## src/rtl/opb_master_sequencer.sv

```systemverilog
// Single-beat OPB bus master: takes one command at a time over a valid/ready port,
// arbitrates for the bus, runs the transfer (retry/timeout aware) and returns data plus status.
module opb_master_sequencer #(
    parameter int C_OPB_AWIDTH = 32,
    parameter int C_OPB_DWIDTH = 32,
    parameter int C_TIMEOUT    = 16,
    parameter int C_MAX_RETRY  = 3
) (
    input  logic                        OPB_Clk,
    input  logic                        OPB_Rst_n,
    // command port
    input  logic                        cmd_valid,
    output logic                        cmd_ready,
    input  logic                        cmd_rnw,
    input  logic [0:C_OPB_AWIDTH-1]     cmd_addr,
    input  logic [0:C_OPB_DWIDTH/8-1]   cmd_be,
    input  logic [0:C_OPB_DWIDTH-1]     cmd_data,
    // response port
    output logic                        rsp_valid,
    input  logic                        rsp_ready,
    output logic [0:C_OPB_DWIDTH-1]     rsp_data,
    output logic [1:0]                  rsp_err,
    // OPB master outputs
    output logic                        M_request,
    output logic                        M_select,
    output logic                        M_RNW,
    output logic                        M_seqAddr,
    output logic [0:C_OPB_AWIDTH-1]     M_ABus,
    output logic [0:C_OPB_DWIDTH/8-1]   M_BE,
    output logic [0:C_OPB_DWIDTH-1]     M_DBus,
    // OPB inputs
    input  logic                        OPB_MGrant,
    input  logic                        OPB_xferAck,
    input  logic                        OPB_errAck,
    input  logic                        OPB_retry,
    input  logic                        OPB_toutSup,
    input  logic [0:C_OPB_DWIDTH-1]     OPB_DBus
);

    localparam int BW = C_OPB_DWIDTH / 8;
    localparam int TW = $clog2(C_TIMEOUT + 1);
    localparam int RW = $clog2(C_MAX_RETRY + 2);

    localparam logic [1:0] ERR_OK    = 2'd0;
    localparam logic [1:0] ERR_ACK   = 2'd1;
    localparam logic [1:0] ERR_RETRY = 2'd2;
    localparam logic [1:0] ERR_TOUT  = 2'd3;

    typedef enum logic [1:0] {
        S_IDLE = 2'd0,
        S_REQ  = 2'd1,
        S_XFER = 2'd2,
        S_RESP = 2'd3
    } state_t;

    state_t                  state_q, state_d;
    logic                    rnw_q, rnw_d;
    logic [0:C_OPB_AWIDTH-1] addr_q, addr_d;
    logic [0:BW-1]           be_q, be_d;
    logic [0:C_OPB_DWIDTH-1] data_q, data_d;
    logic [RW-1:0]           retry_cnt_q, retry_cnt_d;
    logic [TW-1:0]           tout_cnt_q, tout_cnt_d;
    logic [0:C_OPB_DWIDTH-1] rsp_data_q, rsp_data_d;
    logic [1:0]              rsp_err_q, rsp_err_d;

    logic                    cmd_ready_q, cmd_ready_d;
    logic                    rsp_valid_q, rsp_valid_d;
    logic                    m_request_q, m_request_d;
    logic                    m_select_q, m_select_d;
    logic                    m_rnw_q, m_rnw_d;
    logic [0:C_OPB_AWIDTH-1] m_abus_q, m_abus_d;
    logic [0:BW-1]           m_be_q, m_be_d;
    logic [0:C_OPB_DWIDTH-1] m_dbus_q, m_dbus_d;

    // State register: reset clears everything at once, aborting any bus cycle.
    always_ff @(posedge OPB_Clk or negedge OPB_Rst_n) begin
        if (!OPB_Rst_n) begin
            state_q     <= S_IDLE;
            rnw_q       <= 1'b0;
            addr_q      <= '0;
            be_q        <= '0;
            data_q      <= '0;
            retry_cnt_q <= '0;
            tout_cnt_q  <= '0;
            rsp_data_q  <= '0;
            rsp_err_q   <= ERR_OK;
            cmd_ready_q <= 1'b0;
            rsp_valid_q <= 1'b0;
            m_request_q <= 1'b0;
            m_select_q  <= 1'b0;
            m_rnw_q     <= 1'b0;
            m_abus_q    <= '0;
            m_be_q      <= '0;
            m_dbus_q    <= '0;
        end else begin
            state_q     <= state_d;
            rnw_q       <= rnw_d;
            addr_q      <= addr_d;
            be_q        <= be_d;
            data_q      <= data_d;
            retry_cnt_q <= retry_cnt_d;
            tout_cnt_q  <= tout_cnt_d;
            rsp_data_q  <= rsp_data_d;
            rsp_err_q   <= rsp_err_d;
            cmd_ready_q <= cmd_ready_d;
            rsp_valid_q <= rsp_valid_d;
            m_request_q <= m_request_d;
            m_select_q  <= m_select_d;
            m_rnw_q     <= m_rnw_d;
            m_abus_q    <= m_abus_d;
            m_be_q      <= m_be_d;
            m_dbus_q    <= m_dbus_d;
        end
    end

    // Next-state logic, including command latch, counters and response capture.
    always_comb begin
        state_d     = state_q;
        rnw_d       = rnw_q;
        addr_d      = addr_q;
        be_d        = be_q;
        data_d      = data_q;
        retry_cnt_d = retry_cnt_q;
        tout_cnt_d  = tout_cnt_q;
        rsp_data_d  = rsp_data_q;
        rsp_err_d   = rsp_err_q;

        case (state_q)
            S_IDLE: begin
                if (cmd_valid && cmd_ready_q) begin
                    rnw_d       = cmd_rnw;
                    addr_d      = cmd_addr;
                    be_d        = cmd_be;
                    data_d      = cmd_data;
                    retry_cnt_d = '0;
                    state_d     = S_REQ;
                end
            end
            S_REQ: begin
                if (OPB_MGrant) begin
                    tout_cnt_d = '0;
                    state_d    = S_XFER;
                end
            end
            S_XFER: begin
                // Acks outrank retry, and both outrank the local timeout.
                if (OPB_errAck) begin
                    rsp_err_d  = ERR_ACK;
                    rsp_data_d = '0;
                    state_d    = S_RESP;
                end else if (OPB_xferAck) begin
                    rsp_err_d  = ERR_OK;
                    rsp_data_d = rnw_q ? OPB_DBus : '0;
                    state_d    = S_RESP;
                end else if (OPB_retry) begin
                    if (retry_cnt_q < RW'(C_MAX_RETRY)) begin
                        retry_cnt_d = retry_cnt_q + 1'b1;
                        state_d     = S_REQ;
                    end else begin
                        rsp_err_d  = ERR_RETRY;
                        rsp_data_d = '0;
                        state_d    = S_RESP;
                    end
                end else if (!OPB_toutSup) begin
                    if (tout_cnt_q == TW'(C_TIMEOUT - 1)) begin
                        rsp_err_d  = ERR_TOUT;
                        rsp_data_d = '0;
                        state_d    = S_RESP;
                    end else begin
                        tout_cnt_d = tout_cnt_q + 1'b1;
                    end
                end
            end
            S_RESP: begin
                if (rsp_ready) begin
                    state_d = S_IDLE;
                end
            end
            default: begin
                state_d = S_IDLE;
            end
        endcase
    end

    // Outputs are decoded from the next state so every bus signal leaves a flop.
    always_comb begin
        cmd_ready_d = (state_d == S_IDLE);
        rsp_valid_d = (state_d == S_RESP);
        m_request_d = (state_d == S_REQ);
        m_select_d  = (state_d == S_XFER);
        m_rnw_d     = m_select_d & rnw_d;
        m_abus_d    = m_select_d ? addr_d : '0;
        m_be_d      = m_select_d ? be_d : '0;
        m_dbus_d    = (m_select_d && !rnw_d) ? data_d : '0;
    end

    assign cmd_ready = cmd_ready_q;
    assign rsp_valid = rsp_valid_q;
    assign rsp_data  = rsp_data_q;
    assign rsp_err   = rsp_err_q;
    assign M_request = m_request_q;
    assign M_select  = m_select_q;
    assign M_RNW     = m_rnw_q;
    assign M_seqAddr = 1'b0;
    assign M_ABus    = m_abus_q;
    assign M_BE      = m_be_q;
    assign M_DBus    = m_dbus_q;

endmodule

```

## config.mk

```make
export PLATFORM = sky130hd
export DESIGN_NAME = opb_master_sequencer
export DESIGN_NICKNAME = d
export VERILOG_FILES = /design/src/rtl/opb_master_sequencer.sv
export SDC_FILE = /design/constraint.sdc
export NUM_CORES = 1
export LEC_CHECK = 0
export BUFFER_PORTS_ARGS = -buffer_cell sky130_fd_sc_hd__buf_2
export CAP_MARGIN = 0
export CORE_ASPECT_RATIO = 0.8
export CORE_MARGIN = 1
export CORE_UTILIZATION = 50
export DETAILED_ROUTE_END_ITERATION = 8
export PLACE_DENSITY = 0.82
export RECOVER_POWER = 25
export SYNTH_ARGS = -nofsm -noshare
export SYNTH_HDL_FRONTEND = slang
export SYNTH_SLANG_ARGS = --single-unit
```

## constraint.sdc

```tcl
create_clock -name OPB_Clk -period 2.5 [get_ports OPB_Clk]
set_clock_uncertainty 0.15 [all_clocks]
set_input_delay 0.125 -clock OPB_Clk [delete_from_list [all_inputs] [get_ports OPB_Clk]]
set_output_delay 0.125 -clock OPB_Clk [all_outputs]
set_load 0.01 [all_outputs]
```

==> flow_summary.ini, run 1 <==
[outcome]
status = complete, but fails checks
violations = DRC

[worst_setup_path]
worstPathCellList = ha_2 -> and3_4 -> ha_4 -> nor2b_4 -> o41ai_2 -> buf_4 -> nand3_4 -> clkbuf_16 -> nor3b_2
path_buf_inv = 2
cp_top_family = simple AND/OR/NAND/NOR gates
cpMaxStageDelayCell = dfrtp_1
max_stage_delay_ns = 0.41
worst-r2r-setup-slack_ns = 0.02
crit_path_start_kind = register
end_kind = register
worstSetupPathType = register to register
worst_ep_arrival_time_ns = 2.67
required_ns = 2.69
cp_max_fo = 12

[route]
vias = 5410
viasPerCell = 5.10
dr.pass1.iters = 8
drc = 15
drt_iter0_markers = 293
wl_microns = 20300
final_antenna_net_count = 0
wl_per_cell_microns = 19.1

[global_routing]
grt_remaining_overflow = 0
grt_use_total_pct = 24.9
grt_max_degree = 58
antenna_found_initial = 2
grt_pass1_wl_microns = 29500
grt_pass1_vias = 5748

[yosys]
synthDistinctLibCells = 38
ys_ff_latch = 186
seq_area_frac_synth_pct = 61.8
syn_area_per_cell_sq_um = 14.5
synth_cells = 521
synth_warnings = 0
synth-edff-count = 0
synth-async-reset-ratio_pct = 100
synth_ff_type = dfrtp_1
synthesis.area_sq_um = 7530
syn_nets = 634

[pwr]
power_density_nw_per_um2 = 1180
total_power_w = 0.0128
p_leak_nw = 5.28
ir_drop_mv = 0.653

[hold_path]
hold_path_class = input port to register

[placed_design]
io_buffers = 216
dp_hpwl_microns = 10800
place_congestion = 0.783
place_inst = 907

[sta]
period_minus_slack_ns = 2.48
finalSetupTns_ns = 0
grt_setup_unrepaired = true
finalHoldViolCount = 0
finalSetupViolations = 0
period_share_pct = 99.1
fmax_mhz = 404
worstMarginPinSlew_ns = 1.42
whs_ns = 0.128
slew-limit-headroom_pct = 5.66
maxSlewViolCount = 0

[clocking]
cts_root_buf = clkbuf_16
clock_sinks = 186
cts_tree = built
cts_buffers = 17
htree_levels = 4
clock_path_buffers = 2
clk_latency_ns = 0.43
clkTransAtPathRegs_ns = 0.07

[floorplanning]
rows = 39
die_x_microns = 139
core_sq_um = 14500
die_h_microns = 112
initial_utilization_pct = 52.0
io_pins = 218
die_area_sq_um = 15600

[final_layout]
drive_gt1_share_pct = 46.1
final_util_pct = 74.8
area_growth_pct = 43.9
fin_cells = 1060
final_common_cell = buf_2
nNetsFinal = 978
layout_common_cells = buf_2 (215), dfrtp_1 (186), dlygate4sd3_1 (110)

[flow_run]
max-cap-violations = 0
-- routing by layer --
metal | vias up | track usage (%) | wire (microns)
met5 | - | 0 | 0
met4 | 0 | 11.8 | 640
li1 | 2435 | - | -
met2 | 224 | 43.2 | 10500
met3 | 57 | 7.40 | 1270
met1 | 2694 | 28.5 | 7830
-- power breakdown --
group / total (W) / switching [W] / internal (W)
registers: 0.00468 / 0.000461 / 0.00422
clock network: 0.00280 / 0.00110 / 0.00170
logic: 0.00530 / 0.00280 / 0.00250
-- through the flow --
| step | cell area (sq um) | setup slack [ns] |
|---|---|---|
| finish | 10800 | 0.0224 |
| global route | 10800 | -0.0404 |
| CTS | 10600 | 0.0487 |
| detailed placement | 8860 | 0.0835 |
| global placement | 8860 | 0.171 |
| floorplan | 7530 | 0.363 |
-- worst reg2reg max path, cell delays in order, from the launching register on --
cell	delay [ns]
dfrtp_1	0.41
ha_2	0.20
and3_4	0.19
ha_4	0.16
nor2b_4	0.12
o41ai_2	0.27
buf_4	0.20
nand3_4	0.21
clkbuf_16	0.29
nor3b_2	0.19
-- cells by family (layout without fill, tap and decap cells) --
logic type / after synthesis / after routing / synth area share, %
flops: 186 / 186 / 61.8
mux: 103 / 103 / 14.8
fa+ha+maj: 3 / 3 / 0.498
xor+xnor: 2 / 2 / 0.233
other cells: 1 / 3 / 0.0498
compound gates: 16 / 16 / 1.50
simple gates: 140 / 141 / 15.9
buf+inv: 70 / 422 / 5.22
-- final timing paths --
kind,start,to,cells past startpoint
max in group asynchronous,OPB_Rst_n,addr_q[16]$_DFF_PN0_,3
worst max-delay path,tout_cnt_q[1]$_DFFE_PN0P_,M_ABus[12]$_DFF_PN0_,9
worst min-delay path,cmd_valid,rnw_q$_DFF_PN0_,4
worst max register to register,tout_cnt_q[1]$_DFFE_PN0P_,M_ABus[12]$_DFF_PN0_,9
min in group asynchronous,OPB_Rst_n,rsp_data[25]$_DFFE_PN0P_,2
worst min register to register,addr_q[6]$_DFF_PN0_,addr_q[6]$_DFF_PN0_,1
-- flip-flops by register name (all words and copies together), names as in the netlist, 2 cells and up --
| register | flops |
|---|---|
| M_BE | 4 |
| tout_cnt_q | 5 |
| rsp_data | 32 |
| retry_cnt_q | 3 |
| rsp_err | 2 |
| M_ABus | 32 |
| be_q | 4 |
| data_q | 32 |
| state_q | 2 |
| addr_q | 32 |
| M_DBus | 32 |
-- area by class of cell --
cell class	instances	area, sq um
Antenna cell	2	5.00
Clock buffer	20	457
Multi-Input combinational cell	266	2600
Sequential cell	186	4650
Fill cell	880	3650
Timing Repair Buffer	356	2600
Inverter	38	143
Clock inverter	8	146
Tap cell	184	230
-- cells in the mapped netlist (2+ instances only) --
| cell type | n | area share (%) |
|---|---|---|
| dfrtp_1 | 186 | 62 |
| nor3b_2 | 67 | 11 |
| mux2_2 | 48 | 7.2 |
| nand2_1 | 39 | 1.9 |
| inv_1 | 38 | 1.9 |
| mux2i_1 | 34 | 4.5 |
| mux2_1 | 21 | 3.1 |
| buf_6 | 11 | 1.6 |
| buf_4 | 10 | 1.0 |
| nor2_1 | 10 | 0.50 |
| buf_2 | 8 | 0.53 |
| nand3_1 | 7 | 0.47 |
| nor2b_1 | 4 | 0.33 |
| a31oi_1 | 3 | 0.25 |
| clkbuf_1 | 3 | 0.15 |
| ha_1 | 3 | 0.50 |
| a21oi_1 | 2 | 0.13 |
| a22o_1 | 2 | 0.23 |
| and2_1 | 2 | 0.17 |
| and3_1 | 2 | 0.17 |
| nor3_1 | 2 | 0.13 |
| o21ai_0 | 2 | 0.13 |
| xor2_1 | 2 | 0.23 |
-- repair_timing --
action	CTS	global route
setup endpoints to repair	0	43
hold buffers	110	0
endpoints found under the hold margin	321	0
gates resized for setup	0	16
buffers inserted	0	4
Power figures use the tool's default switching activity.
==> run 2, diff against run 1 <==
- CORE_UTILIZATION: 50 -> 47
- PLACE_DENSITY: 0.82 -> 0.81
- clock period: 2.5 -> 2.2 ns (I/O delays scaled with it)
==> flow_summary.ini, run 2 (synthesized netlist as in run 1, its figures left out) <==
[floorplanning]
core_sq_um = 15300
die_x_microns = 144
io_pins = 218
die_area_sq_um = 16500
initial_utilization_pct = 49.2
rows = 40
die_h_microns = 115

[clocking]
clock_sinks = 186
cts_root_buf = clkbuf_16
cts_buffers = 17
clk_latency_ns = 0.42
clock_path_buffers = 2
htree_levels = 4
clkTransAtPathRegs_ns = 0.07
cts_tree = built

[sta]
finalSetupViolations = 74
period_minus_slack_ns = 2.32
fmax_mhz = 431
slew-limit-headroom_pct = 30.3
finalHoldViolCount = 0
worstMarginPinSlew_ns = 1.05
whs_ns = 0.261
grt_setup_unrepaired = true
maxSlewViolCount = 0
period_share_pct = 105
worst_slack_ns = -0.118

[route]
wl_per_cell_microns = 18.5
drc = 0
viasPerCell = 5.00
wl_microns = 20200
drt_iter0_markers = 303
vias = 5449
final_antenna_net_count = 0
dr.pass1.iters = 4

[outcome]
violations = setup timing
status = complete, but fails checks

[final_layout]
drive_gt1_share_pct = 47.3
final_util_pct = 71.9
layout_common_cells = buf_2 (215), dfrtp_1 (186), dlygate4sd3_1 (108)
area_growth_pct = 46.2
diodes = 0
fin_area_sq_um = 11000
nNetsFinal = 980
fin_cells = 1090
final_common_cell = buf_2

[hold_path]
hold_path_class = input port to async pin

[placed_design]
place_inst = 935
dp_slack_ns = -0.198
post_dp_cell_area_sq_um = 8920
dp_hpwl_microns = 11100
io_buffers = 216
place_congestion = 0.795

[global_routing]
grt_use_total_pct = 24.6
grt_remaining_overflow = 0
antenna_found_initial = 0
grt_pass1_wl_microns = 30300
grt_pass1_vias = 5915
grt_max_degree = 65

[pwr]
power_density_nw_per_um2 = 1370
ir_drop_mv = 0.721
p_leak_nw = 5.34

[worst_setup_path]
cp_max_fo = 8
required_ns = 2.39
crit_path_start_kind = register
worstSetupPathType = register to register
worst_ep_arrival_time_ns = 2.51
end_kind = register
worst-r2r-setup-slack_ns = -0.12

[flow_run]
max-cap-violations = 0
==> run 2: worst max-delay path, stage by stage (launching register included) <==
cell     delay [ns]
dfrtp_1        0.40
ha_2           0.21
and3_4         0.19
ha_4           0.15
nor2b_4        0.12
o41ai_2        0.21
buf_4          0.17
nand3_4        0.12
buf_8          0.19
buf_16         0.15
nor3b_2        0.17
==> run 2: final timing paths <==
check                                           from                    to  cells past startpoint
setup / recovery           tout_cnt_q[1]$_DFFE_PN0P_  M_DBus[29]$_DFF_PN0_                     10
hold / removal                             OPB_Rst_n  data_q[28]$_DFF_PN0_                      2
setup reg to reg           tout_cnt_q[1]$_DFFE_PN0P_  M_DBus[29]$_DFF_PN0_                     10
hold reg to reg                 addr_q[10]$_DFF_PN0_  addr_q[10]$_DFF_PN0_                      1
max in group asynchronous                  OPB_Rst_n  addr_q[13]$_DFF_PN0_                      3
min in group OPB_Clk                       cmd_valid       rnw_q$_DFF_PN0_                      5
==> run 2: area by class of cell <==
cell class	instances	area, sq um
Sequential cell	186	4650
Clock inverter	13	186
Fill cell	967	4300
Clock buffer	19	443
Timing Repair Buffer	359	2680
Multi-Input combinational cell	265	2640
Tap cell	210	263
Inverter	38	143
==> run 2: what timing repair did <==
action / in CTS / in global routing
gates cloned: 6 / 3
buffers inserted: 6 / 3
endpoints found under the hold margin: 360 / 0
pin swaps: 42 / 23
resized for setup: 26 / 16
endpoints found under the setup margin: 75 / 101
hold buffers: 108 / 0
==> run 2: power by group <==
group | switching (W) | total [W] | internal [W]
Combinational | 0.00330 | 0.00648 | 0.00318
Clock | 0.00133 | 0.00328 | 0.00195
Sequential | 0.000509 | 0.00531 | 0.00480
Total | 0.00514 | 0.0151 | 0.00993
==> run 2: per-layer routing <==
layer,global-route usage (%),vias up,wire [microns]
met2,44.8,215,10500
met5,0,-,0
met3,6.16,43,1170
met4,8.79,0,477
li1,-,2435,-
met1,28.0,2756,8010
==> run 2: metrics by stage <==
stage                     TNS (ns)  total power, W
final                        -4.94          0.0151
after detailed placement     -9.22          0.0104
after CTS                    -9.61          0.0148
after floorplan                  0         0.00865
after global routing         -9.14          0.0158
after global placement       -3.78          0.0101
